===== config.mk =====
export PLATFORM = sky130hd
export DESIGN_NAME = traffic_light_monitor
export DESIGN_NICKNAME = d
export VERILOG_FILES = /design/src/rtl/traffic_light_monitor.sv
export SDC_FILE = /design/constraint.sdc
export NUM_CORES = 1
export LEC_CHECK = 0
export ABC_AREA = 1
export BUFFER_PORTS_ARGS = -buffer_cell sky130_fd_sc_hd__buf_2
export CORE_AREA = 2 2 61 63
export DETAILED_ROUTE_END_ITERATION = 12
export DIE_AREA = 0 0 63 65
export SYNTH_ARGS = -nofsm -noshare
export SYNTH_HDL_FRONTEND = slang
export SYNTH_SLANG_ARGS = --single-unit

===== constraint.sdc =====
create_clock -name clk -period 4 [get_ports clk]
set_input_delay 0.8 -clock clk [delete_from_list [all_inputs] [get_ports clk]]
set_output_delay 0.8 -clock clk [all_outputs]
set_load 0.005 [all_outputs]

===== src/rtl/traffic_light_monitor.sv =====
// traffic_light_monitor: watches the lamp drives of a traffic light controller.
// It decodes the current phase, tracks the legal G->Y->R->G sequence and raises
// sticky error flags for multi-lamp, out-of-sequence and over-long dark samples.
// It also counts completed cycles.
// Optional feature: define TLM_DWELL_CHECK_EN to enable the minimum-dwell check.
// That check drives err_dwell and uses MIN_DWELL. With the macro undefined,
// err_dwell is tied to 0.
module traffic_light_monitor #(
  parameter int DARK_MAX  = 3,
  parameter int MIN_DWELL = 1
) (
  input  logic       clk,
  input  logic       rst,
  input  logic       red,
  input  logic       yellow,
  input  logic       green,
  input  logic       clr_err,
  output logic [1:0] phase,
  output logic       locked,
  output logic       err_multi,
  output logic       err_seq,
  output logic       err_dark,
  output logic       err_dwell,
  output logic [7:0] cycle_count
);

  // State codes equal the phase output encoding, so phase is the state register.
  localparam logic [1:0] ST_SYNC   = 2'b00;
  localparam logic [1:0] ST_RED    = 2'b01;
  localparam logic [1:0] ST_YELLOW = 2'b10;
  localparam logic [1:0] ST_GREEN  = 2'b11;

  // Dark counter must hold DARK_MAX+1 without overflow.
  localparam int DCW = $clog2(DARK_MAX + 2);

  logic [1:0]     r_state;
  logic           r_locked;
  logic           r_err_multi;
  logic           r_err_seq;
  logic           r_err_dark;
  logic [7:0]     r_cycle_cnt;
  logic [DCW-1:0] r_dark_cnt;

  logic [1:0]     w_lamp_cnt;
  logic           w_single;
  logic           w_dark;
  logic           w_multi;
  logic [1:0]     w_sample_ph;
  logic           w_legal;
  logic [1:0]     w_state_nxt;
  logic [DCW-1:0] w_dark_nxt;
  logic [7:0]     w_cycle_nxt;
  logic           w_set_multi;
  logic           w_set_seq;
  logic           w_set_dark;

  assign w_lamp_cnt = {1'b0, red} + {1'b0, yellow} + {1'b0, green};
  assign w_single   = (w_lamp_cnt == 2'd1);
  assign w_dark     = (w_lamp_cnt == 2'd0);
  assign w_multi    = ~w_single & ~w_dark;

  // Decode the sampled lamps into a phase code and check sequence legality.
  always_comb begin
    w_sample_ph = ST_SYNC;
    w_legal     = 1'b0;
    case ({red, yellow, green})
      3'b100:  w_sample_ph = ST_RED;
      3'b010:  w_sample_ph = ST_YELLOW;
      3'b001:  w_sample_ph = ST_GREEN;
      default: w_sample_ph = ST_SYNC;
    endcase
    case (r_state)
      ST_GREEN:  w_legal = (w_sample_ph == ST_YELLOW);
      ST_YELLOW: w_legal = (w_sample_ph == ST_RED);
      ST_RED:    w_legal = (w_sample_ph == ST_GREEN);
      default:   w_legal = 1'b0;
    endcase
  end

  // Next-state, dark-run and cycle-count logic for one sample.
  always_comb begin
    w_state_nxt = r_state;
    w_dark_nxt  = r_dark_cnt;
    w_cycle_nxt = r_cycle_cnt;
    w_set_multi = 1'b0;
    w_set_seq   = 1'b0;
    w_set_dark  = 1'b0;
    if (w_multi) begin
      // Ambiguous sample: flag it and freeze everything.
      w_set_multi = 1'b1;
    end else if (w_dark) begin
      if (r_state == ST_SYNC) begin
        w_dark_nxt = r_dark_cnt;
      end else if (r_dark_cnt == DCW'(DARK_MAX)) begin
        w_set_dark  = 1'b1;
        w_state_nxt = ST_SYNC;
        w_dark_nxt  = '0;
      end else begin
        w_dark_nxt = r_dark_cnt + DCW'(1);
      end
    end else begin
      w_dark_nxt = '0;
      if (r_state == ST_SYNC) begin
        // Acquire lock on the first clean sample; never counted as a cycle.
        w_state_nxt = w_sample_ph;
      end else if (w_sample_ph == r_state) begin
        w_state_nxt = r_state;
      end else begin
        w_state_nxt = w_sample_ph;
        if (!w_legal) begin
          w_set_seq = 1'b1;
        end else if (r_state == ST_RED) begin
          w_cycle_nxt = r_cycle_cnt + 8'd1;
        end else begin
          w_cycle_nxt = r_cycle_cnt;
        end
      end
    end
  end

  // Main state and sticky-flag registers; a set event beats clr_err.
  always_ff @(posedge clk) begin
    if (rst) begin
      r_state     <= ST_SYNC;
      r_locked    <= 1'b0;
      r_err_multi <= 1'b0;
      r_err_seq   <= 1'b0;
      r_err_dark  <= 1'b0;
      r_cycle_cnt <= 8'd0;
      r_dark_cnt  <= '0;
    end else begin
      r_state     <= w_state_nxt;
      r_locked    <= (w_state_nxt != ST_SYNC);
      r_err_multi <= w_set_multi | (r_err_multi & ~clr_err);
      r_err_seq   <= w_set_seq   | (r_err_seq   & ~clr_err);
      r_err_dark  <= w_set_dark  | (r_err_dark  & ~clr_err);
      r_cycle_cnt <= w_cycle_nxt;
      r_dark_cnt  <= w_dark_nxt;
    end
  end

`ifdef TLM_DWELL_CHECK_EN
  localparam logic [8:0] MIN_DWELL_W = 9'(MIN_DWELL);

  logic [7:0] r_dwell_cnt;
  logic [7:0] w_dwell_nxt;
  logic       w_phase_change;
  logic       w_set_dwell;
  logic       r_err_dwell;

  assign w_phase_change = w_single & (r_state != ST_SYNC) & (w_sample_ph != r_state);

  // Count samples spent in the current locked phase and flag short phases.
  always_comb begin
    w_dwell_nxt = r_dwell_cnt;
    w_set_dwell = 1'b0;
    if (w_multi) begin
      w_dwell_nxt = r_dwell_cnt;
    end else if (w_dark) begin
      if (w_set_dark) begin
        w_dwell_nxt = 8'd0;
      end else begin
        w_dwell_nxt = r_dwell_cnt;
      end
    end else if (r_state == ST_SYNC) begin
      // Entering from SYNC is exempt; the entry sample is the first one counted.
      w_dwell_nxt = 8'd1;
    end else if (w_phase_change) begin
      w_dwell_nxt = 8'd1;
      w_set_dwell = ({1'b0, r_dwell_cnt} < MIN_DWELL_W);
    end else if (r_dwell_cnt != 8'd255) begin
      w_dwell_nxt = r_dwell_cnt + 8'd1;
    end else begin
      w_dwell_nxt = r_dwell_cnt;
    end
  end

  // Dwell counter and its sticky error flag.
  always_ff @(posedge clk) begin
    if (rst) begin
      r_dwell_cnt <= 8'd0;
      r_err_dwell <= 1'b0;
    end else begin
      r_dwell_cnt <= w_dwell_nxt;
      r_err_dwell <= w_set_dwell | (r_err_dwell & ~clr_err);
    end
  end

  assign err_dwell = r_err_dwell;
`else
  assign err_dwell = 1'b0;
`endif

  assign phase       = r_state;
  assign locked      = r_locked;
  assign err_multi   = r_err_multi;
  assign err_seq     = r_err_seq;
  assign err_dark    = r_err_dark;
  assign cycle_count = r_cycle_cnt;

endmodule


## Word level (Yosys, flattened, before mapping)

Cells that the tools add are included.

- Add/subtract/negate cells: 4
- Equal/unequal tests: 13
- Mux-type cells: 21
- Bitwise operators: 13
- Reduce and logical (&&, ||, !) cells: 5

Operators with widths:

| operator | count |
|---|---|
| $mux W2 | 6 |
| $mux W1 | 10 |
| $mux W3 | 3 |
| $add A8 B1 Y8 const B | 1 |
| $eq A2 B2 Y1 const B | 4 |
| $eq A2 B1 Y1 const B | 3 |
| $eq A3 B2 Y1 const B | 2 |
| $not A1 Y1 | 6 |
| $pmux W2 S3 | 1 |
| $reduce_and A6 Y1 | 1 |
| $and A1 B1 Y1 | 4 |
| $logic_not A2 Y1 | 2 |
| $add A3 B1 Y3 const B | 1 |
| $eq A3 B1 Y1 const B | 1 |
| $eq A3 B3 Y1 const B | 1 |
| $or A1 B1 Y1 | 3 |
| $pmux W1 S3 | 1 |
| $add A1 B1 Y2 | 1 |
| $add A2 B1 Y2 | 1 |
| $eq A2 B2 Y1 | 1 |
| $ne A2 B2 Y1 const B | 1 |
| $reduce_and A2 Y1 | 1 |
| $reduce_bool A2 Y1 | 1 |

- Register bits after elaboration: 17
- Input bits: 6
- Output and inout bits: 15

## Logic depth before layout (Yosys ltp)

- Depth after elaboration: 10
- Gate-level depth with buffers: 10
- Mapped depth without buffers: 9

## Least setup slack after synthesis

No wires, ideal clock.

- Path type: input -> register
- Start point: in red
- End point: reg r_cycle_cnt[2], in the netlist cycle_count[2]
- Library setup time: 0.132 ns
- Data arrival time: 2.073 ns
- Data required time: 3.868 ns
- Slack: 1.795 ns
- Stages on the path: 8
- Buffers on the path: 0
- Path through: fa_1 -> inv_1 -> nor2_1 -> nand2_1 -> inv_1 -> nand3_1 -> nand2_1 -> a21oi_1

- Word-level cells in the longest chain between the ends: 7

RTL lines:

| item | line | source |
|---|---|---|
| from (decl) | 14 | `input logic red,` |
| $add A1 B1 Y2 | 57 | `assign w_lamp_cnt = {1'b0, red} + {1'b0, yellow} + {1'b0, green};` |
| $add A2 B1 Y2 | 57 |  |
| $eq A2 B1 Y1 / $logic_not A2 Y1 (equally long branches) | 58, 59 |  |
| $not A1 Y1, on equally long branches | n/a |  |
| $and A1 B1 Y1 | 60 | `assign w_multi = ~w_single & ~w_dark;` |
| $not A1 Y1 (no line) | n/a |  |
| $reduce_and A6 Y1 (no line) * | n/a |  |
| to (signal assigned) | 137 | `r_cycle_cnt <= w_cycle_nxt;` |
| to (decl) | 41 | `logic [7:0] r_cycle_cnt;` |

Every way passes the cells marked *; elsewhere a longest branch is shown, timed or not.
A chain may end at the register's enable or synchronous reset.

## Worst setup path after layout

Same ends and word-level chain as after synthesis.

==> impl_summary.log <==
INFO  metric core.rowCount = 22
INFO  metric dp.cells = 202
INFO  metric critical_path.max_stage_delay = 570 ps
INFO  metric critPathKind = in2reg
INFO  metric postSynthCellCount = 139
INFO  metric post_drt_via_cell_ratio = 4.33
INFO  metric synth-seq-area-share = 34.1%
INFO  metric average_cell_area_after_synthesis = 7.17 sq um
INFO  metric ys_types = 25
INFO  metric fraction_of_layout_instances_using_a_drive_strength_above_1 = 20.3%
INFO  metric worstRegToRegCells = 9
INFO  metric crit_arrival = 2390 ps
INFO  metric clk_path_buf_depth = 2
INFO  metric clock_period_minus_final_worst_setup_slack = 2200 ps
INFO  metric rsz0062_at_grt = false
INFO  metric area_growth_syn_to_layout = 15.6%
INFO  metric worst_setup_hold_path_clk_slew = 100 ps
INFO  metric grt_first_pass_wirelength = 3.59 mm
INFO  metric die_outline_height = 65 um
INFO  metric vias = 891
INFO  metric timing.hold.worst.class = reg2reg
INFO  metric pwr_density_cell = 279 mW/mm^2
INFO  metric num-nets-final = 171
INFO  metric place_hpwl = 1.50 mm
INFO  metric die_width = 63 um
INFO  metric p_leak = 0.523 nW
INFO  metric ys_warn_count = 0
INFO  metric grt_pass1_vias = 826
INFO  metric drv_slew = 0
INFO  metric ir_drop_worst_vdd = 0.000103 V
INFO  metric cpMaxStageDelayCell = sky130_fd_sc_hd__fa_1
INFO  metric postCtsHoldBufs = 0
INFO  metric finalHoldViolCount = 0
INFO  metric critPathCapture = cycle_count[2]$_SDFFE_PP0P_
INFO  metric boundaryPins = 21
INFO  metric antenna_cells = 0
INFO  metric worst_ep_required_time = 4190 ps
INFO  metric port_buffers = 19
INFO  metric post_cts.resized_instances = 0
INFO  metric max_cap_viols = 0
INFO  metric grt_max_degree = 18
INFO  metric mostFrequentLayoutCell = sky130_fd_sc_hd__nand2_1
INFO  metric drc = 0
INFO  metric tritoncts_clock_tree = built
INFO  metric mappedNetlistNets = 151
INFO  metric starting_density = 28.5%
INFO  metric final_min_period_over_clock_period = 55.0%
INFO  metric drt-pass1-iter-count = 4
INFO  metric clockRootBuffer = sky130_fd_sc_hd__clkbuf_4
INFO  metric postSynthRegisterBits = 17
INFO  metric wl_per_cell = 9.99 um
INFO  metric drt-total-wl = 2.06 mm
INFO  metric clock-skew-final = 0.615 ps
INFO  metric setup_slack_reg_to_reg = 1970 ps
INFO  metric skew_pair_late_insertion_delay = 300 ps
INFO  metric critical_path.cell_chain = buf_2 -> fa_1 -> inv_1 -> nor2_1 -> nand2_1 -> inv_1 -> nand3_1 -> nand2_1 -> a21oi_1
INFO  metric grt_use_total = 11.1%
INFO  metric start_kind = input port
INFO  metric cts_post_setup_buffers_inserted = 0
INFO  metric crit_start = red
INFO  metric gp_congestion = 0.737
INFO  metric antenna_found_initial = 0
INFO  metric final_cell_mix = sky130_fd_sc_hd__nand2_1, sky130_fd_sc_hd__buf_2, sky130_fd_sc_hd__inv_1, sky130_fd_sc_hd__dfxtp_1, sky130_fd_sc_hd__nand3_1
INFO  metric finalSetupViolCount = 0
INFO  metric instances_no_fill = 206
INFO  metric grt_remaining_overflow = 0
INFO  metric total_number_of_h_tree_levels = 1
INFO  metric synth_area = 997 sq um
INFO  metric final_util = 33.0%
INFO  metric totalPowerFinal = 321 uW
INFO  metric critical_path_peak_fanout = 7
INFO  metric crit_path_end_kind = register
INFO  metric core_area = 0.00350 sq mm
INFO  metric timing.fmax = 454 MHz
INFO  metric design.die.area = 0.00410 sq mm
INFO  metric final.setup.tns = 0 ps
INFO  metric tritoncts_num_sinks = 17
INFO  metric worst_r2r_endpoint = cycle_count[2]$_SDFFE_PP0P_
INFO  metric drt-initial-drc-count = 21
INFO  metric run_status = finished, final reports clean
INFO  metric cts_made_buffers = 3
INFO  metric final_antenna_net_count = 0
INFO  metric reg2reg_from = phase[0]$_SDFF_PP0_
[state kept, by name (all words and copies together), names as in the netlist]
register,flops
cycle_count,8
err_dark,1
err_multi,1
err_seq,1
locked,1
phase,2
r_dark_cnt,3
[power breakdown]
| group | internal [mW] | total (mW) | switching (mW) |
|---|---|---|---|
| clock | 0.0390 | 0.0985 | 0.0595 |
| sequential | 0.173 | 0.174 | 0.00198 |
| combinational | 0.0161 | 0.0485 | 0.0324 |
| total | 0.228 | 0.321 | 0.0939 |
[logic make-up after synthesis]
| kind of cell | count (synthesis) | share of synthesized area (%) |
|---|---|---|
| AND/OR/NAND/NOR | 68 | 32.0 |
| AO/OA/AOI/OAI | 18 | 10.7 |
| flip-flops | 17 | 34.1 |
| adder cells (fa/ha/maj) | 6 | 8.28 |
| XOR/XNOR | 5 | 4.39 |
| other | 1 | 0.376 |
| buffers and inverters | 24 | 10.2 |
[worst min-delay path by stage]
stage                     slack (ps)                         end  cells after the start                  startpoint
after floorplan                  440  r_dark_cnt[2]$_SDFFE_PP0P_                      2  r_dark_cnt[2]$_SDFFE_PP0P_
after global placement           450        err_multi$_SDFF_PP0_                      2        err_multi$_SDFF_PP0_
after detailed placement         460        err_multi$_SDFF_PP0_                      2        err_multi$_SDFF_PP0_
after CTS                        470        err_multi$_SDFF_PP0_                      2        err_multi$_SDFF_PP0_
after global routing             500         err_dark$_SDFF_PP0_                      2         err_dark$_SDFF_PP0_
final                            470  r_dark_cnt[1]$_SDFFE_PP0P_                      2  r_dark_cnt[1]$_SDFFE_PP0P_
[final cells by class]
cell class / instances / area (sq um)
Clock buffer: 4 / 26.3
Fill cell: 386 / 2340
Inverter: 20 / 75.1
Multi-Input combinational cell: 98 / 556
Sequential cell: 17 / 340
Tap cell: 48 / 60.1
Timing Repair Buffer: 19 / 95.1
[synth_stat cells]
| master | number | area, sq um |
|---|---|---|
| sky130_fd_sc_hd__nor3_1 | 1 | 5.00 |
| sky130_fd_sc_hd__o21a_1 | 1 | 7.51 |
| sky130_fd_sc_hd__nand4_1 | 7 | 43.8 |
| sky130_fd_sc_hd__a21oi_1 | 13 | 65.1 |
| sky130_fd_sc_hd__nand3_1 | 16 | 80.1 |
| sky130_fd_sc_hd__nor2_2 | 1 | 6.26 |
| sky130_fd_sc_hd__buf_6 | 1 | 11.3 |
| sky130_fd_sc_hd__o21ai_0 | 1 | 5.00 |
| sky130_fd_sc_hd__nand3_2 | 2 | 20.0 |
| sky130_fd_sc_hd__clkbuf_1 | 2 | 7.51 |
| sky130_fd_sc_hd__ha_1 | 5 | 62.6 |
| sky130_fd_sc_hd__conb_1 | 1 | 3.75 |
| sky130_fd_sc_hd__buf_4 | 1 | 7.51 |
| sky130_fd_sc_hd__fa_1 | 1 | 20.0 |
| sky130_fd_sc_hd__nand2_2 | 3 | 18.8 |
| sky130_fd_sc_hd__nor2_1 | 9 | 33.8 |
| sky130_fd_sc_hd__a21oi_4 | 1 | 16.3 |
| sky130_fd_sc_hd__xor2_1 | 2 | 17.5 |
| sky130_fd_sc_hd__nand2_1 | 28 | 105 |
| sky130_fd_sc_hd__xnor2_1 | 3 | 26.3 |
| sky130_fd_sc_hd__inv_1 | 17 | 63.8 |
| sky130_fd_sc_hd__dfxtp_1 | 17 | 340 |
| sky130_fd_sc_hd__o22ai_1 | 2 | 12.5 |
| sky130_fd_sc_hd__nor4_1 | 1 | 6.26 |
| sky130_fd_sc_hd__inv_2 | 3 | 11.3 |
[metal layers]
layer | routed length, um | vias up | global-route usage (%) | share of wire, %
met5 | 0 | - | 0 | 0
met2 | 856 | 13 | 17.8 | 42
met3 | 67 | 5 | 2.60 | 3.3
li1 | - | 488 | - | -
met4 | 51 | 0 | 6.67 | 2.5
met1 | 1080 | 385 | 13.5 | 53
[worst max-delay path, delay by kind of cell]
family          cells  cell delay, ps
buf+inv             3             250
compound gates      1              70
simple gates        4             700
fa+ha+maj           1             570
[per-stage QoR]
stage               hold slack [ps]  setup WS [ps]  area [sq um]
detailed placement              455           1450          1130
floorplan                       438           1800           997
finish                          471           1800          1150
global route                    504           1630          1150
CTS                             471           1780          1150
global placement                452           1460          1130
(Power assumes the default switching activity.)
